===== src/rtl/dmem_axi_queue_unit.sv =====
// Data-memory access unit: in-order request queue driving one AXI4-Lite transaction at a time.
// Optional macro DMEM_MISALIGN_CHECK_EN: misaligned head entries complete with an error and no bus traffic.
module dmem_axi_queue_unit #(
  parameter int ADDR_W = 32,
  parameter int DATA_W = 32,
  parameter int QDEPTH = 4
) (
  input  logic                clk,
  input  logic                rst_n,
  input  logic                mem_req,
  input  logic                mem_wr,
  input  logic [ADDR_W-1:0]   mem_addr,
  input  logic [DATA_W-1:0]   mem_wdata,
  input  logic [DATA_W/8-1:0] mem_wstrb,
  output logic                mem_gnt,
  output logic                mem_ready,
  output logic [DATA_W-1:0]   mem_rdata,
  output logic                mem_error,
  output logic                mem_idle,
  output logic [ADDR_W-1:0]   M_AXI_AWADDR,
  output logic [2:0]          M_AXI_AWPROT,
  output logic                M_AXI_AWVALID,
  input  logic                M_AXI_AWREADY,
  output logic [DATA_W-1:0]   M_AXI_WDATA,
  output logic [DATA_W/8-1:0] M_AXI_WSTRB,
  output logic                M_AXI_WVALID,
  input  logic                M_AXI_WREADY,
  input  logic [1:0]          M_AXI_BRESP,
  input  logic                M_AXI_BVALID,
  output logic                M_AXI_BREADY,
  output logic [ADDR_W-1:0]   M_AXI_ARADDR,
  output logic [2:0]          M_AXI_ARPROT,
  output logic                M_AXI_ARVALID,
  input  logic                M_AXI_ARREADY,
  input  logic [DATA_W-1:0]   M_AXI_RDATA,
  input  logic [1:0]          M_AXI_RRESP,
  input  logic                M_AXI_RVALID,
  output logic                M_AXI_RREADY
);
  localparam int STRB_W = DATA_W / 8;
  localparam int PTR_W  = $clog2(QDEPTH);
  localparam int CNT_W  = PTR_W + 1;

  typedef enum logic [1:0] {IDLE, ISSUE, WRESP, RDATA} state_t;

  logic              q_wr    [QDEPTH];
  logic [ADDR_W-1:0] q_addr  [QDEPTH];
  logic [DATA_W-1:0] q_wdata [QDEPTH];
  logic [STRB_W-1:0] q_wstrb [QDEPTH];

  logic [PTR_W-1:0] head, tail;
  logic [CNT_W-1:0] count;
  state_t           state, state_nx;
  logic             aw_pend, w_pend;
  logic             enq, deq, b_hs, r_hs, misalign_done;
  logic             h_wr, h_misalign, b_err, r_err, r_okay;
  logic [ADDR_W-1:0] h_addr;

  assign h_wr   = q_wr[head];
  assign h_addr = q_addr[head];
  assign b_err  = M_AXI_BRESP inside {2'b10, 2'b11};
  assign r_err  = M_AXI_RRESP inside {2'b10, 2'b11};
  assign r_okay = (M_AXI_RRESP == 2'b00);

`ifdef DMEM_MISALIGN_CHECK_EN
  localparam int OFF_W = $clog2(STRB_W);
  assign h_misalign = (h_addr[OFF_W-1:0] != '0);
`else
  assign h_misalign = 1'b0;
`endif

  assign mem_gnt  = (count < CNT_W'(QDEPTH));
  assign mem_idle = (count == '0) && (state == IDLE);
  assign enq      = mem_req && mem_gnt;

  always_ff @(posedge clk or negedge rst_n) begin
    if (!rst_n) state <= IDLE;
    else        state <= state_nx;
  end

  always_comb begin
    state_nx = state;
    case (state)
      IDLE:    if (count != '0) state_nx = h_misalign ? IDLE : ISSUE;
      ISSUE:   if (h_wr) begin
                 if ((!aw_pend || M_AXI_AWREADY) && (!w_pend || M_AXI_WREADY)) state_nx = WRESP;
               end else if (M_AXI_ARREADY) begin
                 state_nx = RDATA;
               end
      WRESP:   if (M_AXI_BVALID) state_nx = IDLE;
      RDATA:   if (M_AXI_RVALID) state_nx = IDLE;
      default: state_nx = IDLE;
    endcase
  end

  always_comb begin
    M_AXI_AWPROT  = 3'b000;
    M_AXI_ARPROT  = 3'b000;
    M_AXI_AWADDR  = h_addr;
    M_AXI_ARADDR  = h_addr;
    M_AXI_WDATA   = q_wdata[head];
    M_AXI_WSTRB   = q_wstrb[head];
    M_AXI_AWVALID = (state == ISSUE) && aw_pend;
    M_AXI_WVALID  = (state == ISSUE) && w_pend;
    M_AXI_ARVALID = (state == ISSUE) && !h_wr;
    M_AXI_BREADY  = (state == WRESP);
    M_AXI_RREADY  = (state == RDATA);
    b_hs          = M_AXI_BREADY && M_AXI_BVALID;
    r_hs          = M_AXI_RREADY && M_AXI_RVALID;
    misalign_done = (state == IDLE) && (count != '0) && h_misalign;
    deq           = b_hs || r_hs || misalign_done;
  end

  // AW and W complete independently; each pending flag clears on its own handshake
  always_ff @(posedge clk or negedge rst_n) begin
    if (!rst_n) begin
      aw_pend <= 1'b0;
      w_pend  <= 1'b0;
    end else if (state == IDLE && state_nx == ISSUE) begin
      aw_pend <= h_wr;
      w_pend  <= h_wr;
    end else if (state == ISSUE) begin
      if (M_AXI_AWREADY) aw_pend <= 1'b0;
      if (M_AXI_WREADY)  w_pend  <= 1'b0;
    end
  end

  always_ff @(posedge clk or negedge rst_n) begin
    if (!rst_n) begin
      head  <= '0;
      tail  <= '0;
      count <= '0;
    end else begin
      if (enq) tail <= tail + 1'b1;
      if (deq) head <= head + 1'b1;
      case ({enq, deq})
        2'b10:   count <= count + 1'b1;
        2'b01:   count <= count - 1'b1;
        default: count <= count;
      endcase
    end
  end

  always_ff @(posedge clk) begin
    if (enq) begin
      q_wr[tail]    <= mem_wr;
      q_addr[tail]  <= mem_addr;
      q_wdata[tail] <= mem_wdata;
      q_wstrb[tail] <= mem_wstrb;
    end
  end

  always_ff @(posedge clk or negedge rst_n) begin
    if (!rst_n) begin
      mem_ready <= 1'b0;
      mem_error <= 1'b0;
      mem_rdata <= '0;
    end else begin
      mem_ready <= deq;
      mem_error <= (b_hs && b_err) || (r_hs && r_err) || misalign_done;
      if (r_hs && r_okay) mem_rdata <= M_AXI_RDATA;
    end
  end
endmodule


===== config.mk =====
export PLATFORM = sky130hd
export DESIGN_NAME = dmem_axi_queue_unit
export DESIGN_NICKNAME = d
export VERILOG_FILES = /design/src/rtl/dmem_axi_queue_unit.sv
export SDC_FILE = /design/constraint.sdc
export NUM_CORES = 1
export LEC_CHECK = 0
export CAP_MARGIN = 20
export CORE_MARGIN = 2
export CORE_UTILIZATION = 29
export CTS_CLUSTER_SIZE = 12
export DETAILED_ROUTE_END_ITERATION = 12
export PLACE_DENSITY = 0.6
export SETUP_SLACK_MARGIN = 0.05
export SLEW_MARGIN = 20
export SYNTH_ARGS = -nofsm -noshare
export SYNTH_HDL_FRONTEND = slang
export SYNTH_SLANG_ARGS = --single-unit
export TNS_END_PERCENT = 20

===== constraint.sdc =====
create_clock -name clk -period 7.9 [get_ports clk]
set_input_delay 1.58 -clock clk [delete_from_list [all_inputs] [get_ports clk]]
set_output_delay 1.58 -clock clk [all_outputs]
set_load 0.02 [all_outputs]

**Word-level counts from Yosys, hierarchy flattened**

Memory sizes are Yosys's and may differ from the RTL's.
Index checks and enable logic that the tools add are counted.

- Memory bits (writable): 276
- Register bits: 45
- Logic and storage cells: 75
- Output and inout port bits: 147
- Input port bits: 113
- Memories: 4

- Order comparisons: 1
- Add/sub/neg operators: 4
- Eq/ne operators: 10
- Reduce and logical (&&, ||, !) cells: 31
- Multiplexer cells: 16

Memories:

| memory | depth | bits a word | read ports | clocked after Yosys merged registers in | wr ports | RTL line | RTL |
|---|---|---|---|---|---|---|---|
| q_addr | 4 | 32 | 1 | 0 | 1 | 47 | `logic [ADDR_W-1:0] q_addr [QDEPTH];` |
| q_wdata | 4 | 32 | 1 | 0 | 1 | 48 | `logic [DATA_W-1:0] q_wdata [QDEPTH];` |
| q_wstrb | 4 | 4 | 1 | 0 | 1 | 49 | `logic [STRB_W-1:0] q_wstrb [QDEPTH];` |
| q_wr | 4 | 1 | 1 | 0 | 1 | 46 | `logic q_wr [QDEPTH];` |

Operators with widths:

| kind | count |
|---|---|
| 2-bit == test (second input constant) | 7 |
| 1-bit logical AND | 12 |
| 2-bit two-way mux | 6 |
| 2-bit nonzero test | 6 |
| 1-bit two-way mux | 8 |
| 2-bit case mux with 4 select lines | 1 |
| 2-bit by 1-bit == test with 1-bit output (second input constant) | 3 |
| 3-bit case mux with 2 select lines | 1 |
| 2-bit by 1-bit adder with 2-bit output (second input constant) | 2 |
| 2-bit logical NOT | 2 |
| 1-bit logical OR | 4 |
| 2-bit AND reduction | 2 |
| 3-bit by 1-bit adder with 3-bit output (second input constant) | 1 |
| 1-bit logical NOT | 3 |
| 3-bit logical NOT | 1 |
| 3-bit < comparator (second input constant) | 1 |
| 3-bit nonzero test | 1 |
| 3-bit by 1-bit subtractor with 3-bit output (second input constant) | 1 |

**Depth between registers and ports, before layout**

- Depth in word-level cells: 10
- Depth in mapped cells: 9
- Mapped depth without buffers: 8

**Least setup slack after synthesis**

No wires, ideal clock.

- Path type: input-to-reg
- From: input mem_req
- To: memory q_addr[0][0] (enable)
- Arrival: 3.568 ns
- Data required time: 7.465 ns
- Path slack: 3.897 ns
- Setup time: 0.435 ns
- Cell stages on the path: 3
- Path buffers: 1
- Cells stage by stage: nor2b_1 clkbuf_1 and2_1

- Cells in the longest elaborated chain, start to end: 3

Ends and longest elaborated chain:

| item | RTL line | RTL |
|---|---|---|
| from (decl) | 10 | `input logic mem_req,` |
| 1-bit logical AND | 74 | `assign enq = mem_req && mem_gnt;` |
| 1-bit two-way mux | 145 | `if (enq) begin` |
| 1-bit two-way mux (not written as such) | 147 | `q_addr[tail] <= mem_addr;` |
| to (decl) | 47 |  |

Every way passes these cells.

**Worst setup path after layout**

- From: register head[0]
- To: output M_AXI_AWADDR[27]

- Cells in the longest elaborated chain, start to end: 1

Ends and longest elaborated chain:

| item | RTL line | RTL |
|---|---|---|
| from (decl) | 51 | `logic [PTR_W-1:0] head, tail;` |
| from (signal assigned) | 135 | `if (deq) head <= head + 1'b1;` |
| memory 4 x 32 bit | - |  |
| to (decl) | 20 | `output logic [ADDR_W-1:0] M_AXI_AWADDR,` |

Every way passes these cells.

==> results.ini <==
[detailed_routing]
drtIter0Drc = 299
drc = 0
via_count = 5883
wl_um = 25710
ant_nets = 0
drt-pass1-iter-count = 4
vias_per_cell = 4.345
routedWlPerCell_um = 18.99

[power]
ir_drop_uv = 220.8
p_total_mw = 6.445
power-per-cell-area_mw_per_mm2 = 394.9
leakage_nw = 5.593

[hold_path]
min_path_cells = 1
hold_path.class = flip-flop to flip-flop

[floorplan]
start_util_pct = 29.37
design.core.area_mm2 = 0.04185
rows = 75
ioPinCount = 260
die_h_um = 209.9
die_area_mm2 = 0.04404
die_w_um = 209.9

[cts]
cts-hold-fix-buffers = 0
cts.clk_slew.worst_paths_ns = 0.06
numCtsBuffers = 37
cts-root-buf = clkbuf_16
cts_tree = built
clock_sinks = 321
htreeDepth = 2
cts-resized-gates = 0
cts_setup_buffers = 0
clockBufferDepth = 3
insertion_delay_ns = 0.53

[finish]
nets = 908
final_layout_size_suffix_gt1_share_pct = 20.37
final_cell_mix = edfxtp_1 (276), clkdlybuf4s50_1 (251), mux4_2 (69)
fill_cells = 3803
area_growth_pct = 32.78
layoutNonFillerInstCount = 1354
final_common_cell = edfxtp_1
diodes = 0

[global_route]
grt_max_degree = 46
grtUsageTotal_pct = 11.78
grt_pass1_vias = 6359
grt-ovfl-total = 0
grt_pass1_wl_um = 38840
antenna_found_initial = 0

[sta]
final.setup.tns_ns = 0
rsz0062_at_grt = no
skew_ns = 0.01539
fmax_mhz = 197.6
setup_ws_ns = 2.838
slew_headroom_pct = 38.46
setup_viol = 0
fin_crit_ns = 5.062
hold_violations = 0
finalCritPeriodShare_pct = 64.07
final-max-slew-violation-count = 0
worst_pin_slew_ns = 0.9231

[synthesis]
synth-edff-count = 276
avgSynthCellArea_um2 = 22.47
synthArstFlopShare_pct = 14.02
postSynthCellCount = 547
synth_area_mm2 = 0.01229
yosysSeqAreaShare_pct = 76.60
ys_ff_latch = 321
synth_warnings = 0
netlist-cell-type-count = 31
synth-main-ff-cell = edfxtp_1

[setup_path]
crit_buf_inv = 2
crit_fanout = 43
crit_cells = 3
critPathKind = flip-flop to output pin
critPathSlowestCell = buf_4
cp-end-kind = output pin
cp_top_family = buffers and inverters
worst-r2r-cell-count = 3
startpoint_type = flip-flop
worstPathCellList = buf_4 > mux4_2 > clkdlybuf4s50_1
crit_required_ns = 6.32
crit_arrival_ns = 3.48
max_stage_delay_ns = 0.84

[placed_design]
pre_cts_ws_ns = 3.250
portBuffers = 252
dp_cells = 1289
dpl.hpwl_um = 15400
gp_congestion = 0.7009

[flow_run]
drv_cap = 0

[status]
status = completed

worst reg2reg max path: cells and delay by family, from the launching register on:
kind | cells | cell delay (ns)
simple gates | 2 | 1.05
buf+inv | 1 | 0.66
flops | 1 | 0.39
worst paths after layout:
check                                startpoint                        end  slack [ns]
hold / removal             count[0]$_DFFE_PN0P_       count[0]$_DFFE_PN0P_        0.50
min in group asynchronous                 rst_n  mem_rdata[25]$_DFFE_PN0P_        1.05
hold reg to reg            count[0]$_DFFE_PN0P_       count[0]$_DFFE_PN0P_        0.50
setup reg to reg           count[2]$_DFFE_PN0P_     q_addr[3][3]$_DFFE_PP_        5.41
max in group asynchronous                 rst_n        head[1]$_DFFE_PN0P_        6.38
setup / recovery            head[0]$_DFFE_PN0P_           M_AXI_AWADDR[27]        2.84
kinds of logic (layout without fill, tap and decap cells):
group / count (synthesis) / in the layout / synth area share (%)
DFF: 321 / 321 / 76.60
muxes: 103 / 103 / 16.66
buffers and inverters: 70 / 333 / 3.695
and+or+nand+nor: 32 / 32 / 1.527
AOI/OAI and AO/OA: 8 / 8 / 0.3869
adders and majority gates: 6 / 6 / 0.6719
xor gates and xnor gates: 6 / 6 / 0.4276
other: 1 / 6 / 0.03051
stage by stage:
step,utilization [%],hold WS (ns),cell area (um^2)
final,38.99,0.5006,16320
after global routing,38.99,0.5189,16320
after CTS,38.99,0.5008,16320
after detailed placement,36.19,0.4930,15150
after global placement,36.19,0.4838,15150
after floorplan,-,0.4612,12310
synthesized netlist by cell type (3+ instances only):
library cell	instances	area [um^2]
mux2_2	3	33.78
nand3_1	3	15.01
mux4_2	69	1554
buf_6	4	45.04
xnor2_1	4	35.03
mux2_4	30	450.4
buf_4	40	300.3
o21ai_0	6	30.03
ha_1	5	62.56
nand2b_1	3	18.77
dfrtp_1	45	1126
inv_1	10	37.54
clkbuf_1	7	26.28
and2_1	9	56.30
buf_2	9	45.04
edfxtp_1	276	8288
nor2_1	5	18.77
nand2_1	4	15.01
final cells by class:
cell class / count / area, um^2 / share of cell area (%)
sequential: 321 / 9422 / 57.73
tap: 539 / 674.4 / 4.132
multi-input combinational: 161 / 2451 / 15.02
clock buffer: 50 / 1017 / 6.233
timing repair buffer: 258 / 2565 / 15.72
clock inverter: 15 / 152.6 / 0.9354
inverter: 10 / 37.54 / 0.2300
report_power, final:
| part | total (mW) | switching [mW] | internal, mW |
|---|---|---|---|
| Combinational | 2.43 | 1.19 | 1.24 |
| Clock | 1.65 | 0.648 | 1.00 |
| Sequential | 2.37 | 0.192 | 2.18 |
| Total | 6.45 | 2.03 | 4.41 |
state kept, by name, summed over array words and instances, names as in the netlist, 2 cells and up:
register	count
head	2
mem_rdata	32
state	2
q_addr	128
q_wstrb	16
tail	2
count	3
q_wdata	128
q_wr	4
metal layers:
| metal | wire length, um | vias up | part of all wire (%) | GRT usage, % |
|---|---|---|---|---|
| li1 | - | 2643 | - | - |
| met1 | 10540 | 3037 | 41 | 14.27 |
| met2 | 12840 | 160 | 50 | 19.78 |
| met3 | 1640 | 43 | 6.4 | 3.726 |
| met4 | 686 | 0 | 2.7 | 4.304 |
| met5 | 0 | - | 0 | 0 |
(Power assumes the default switching activity.)
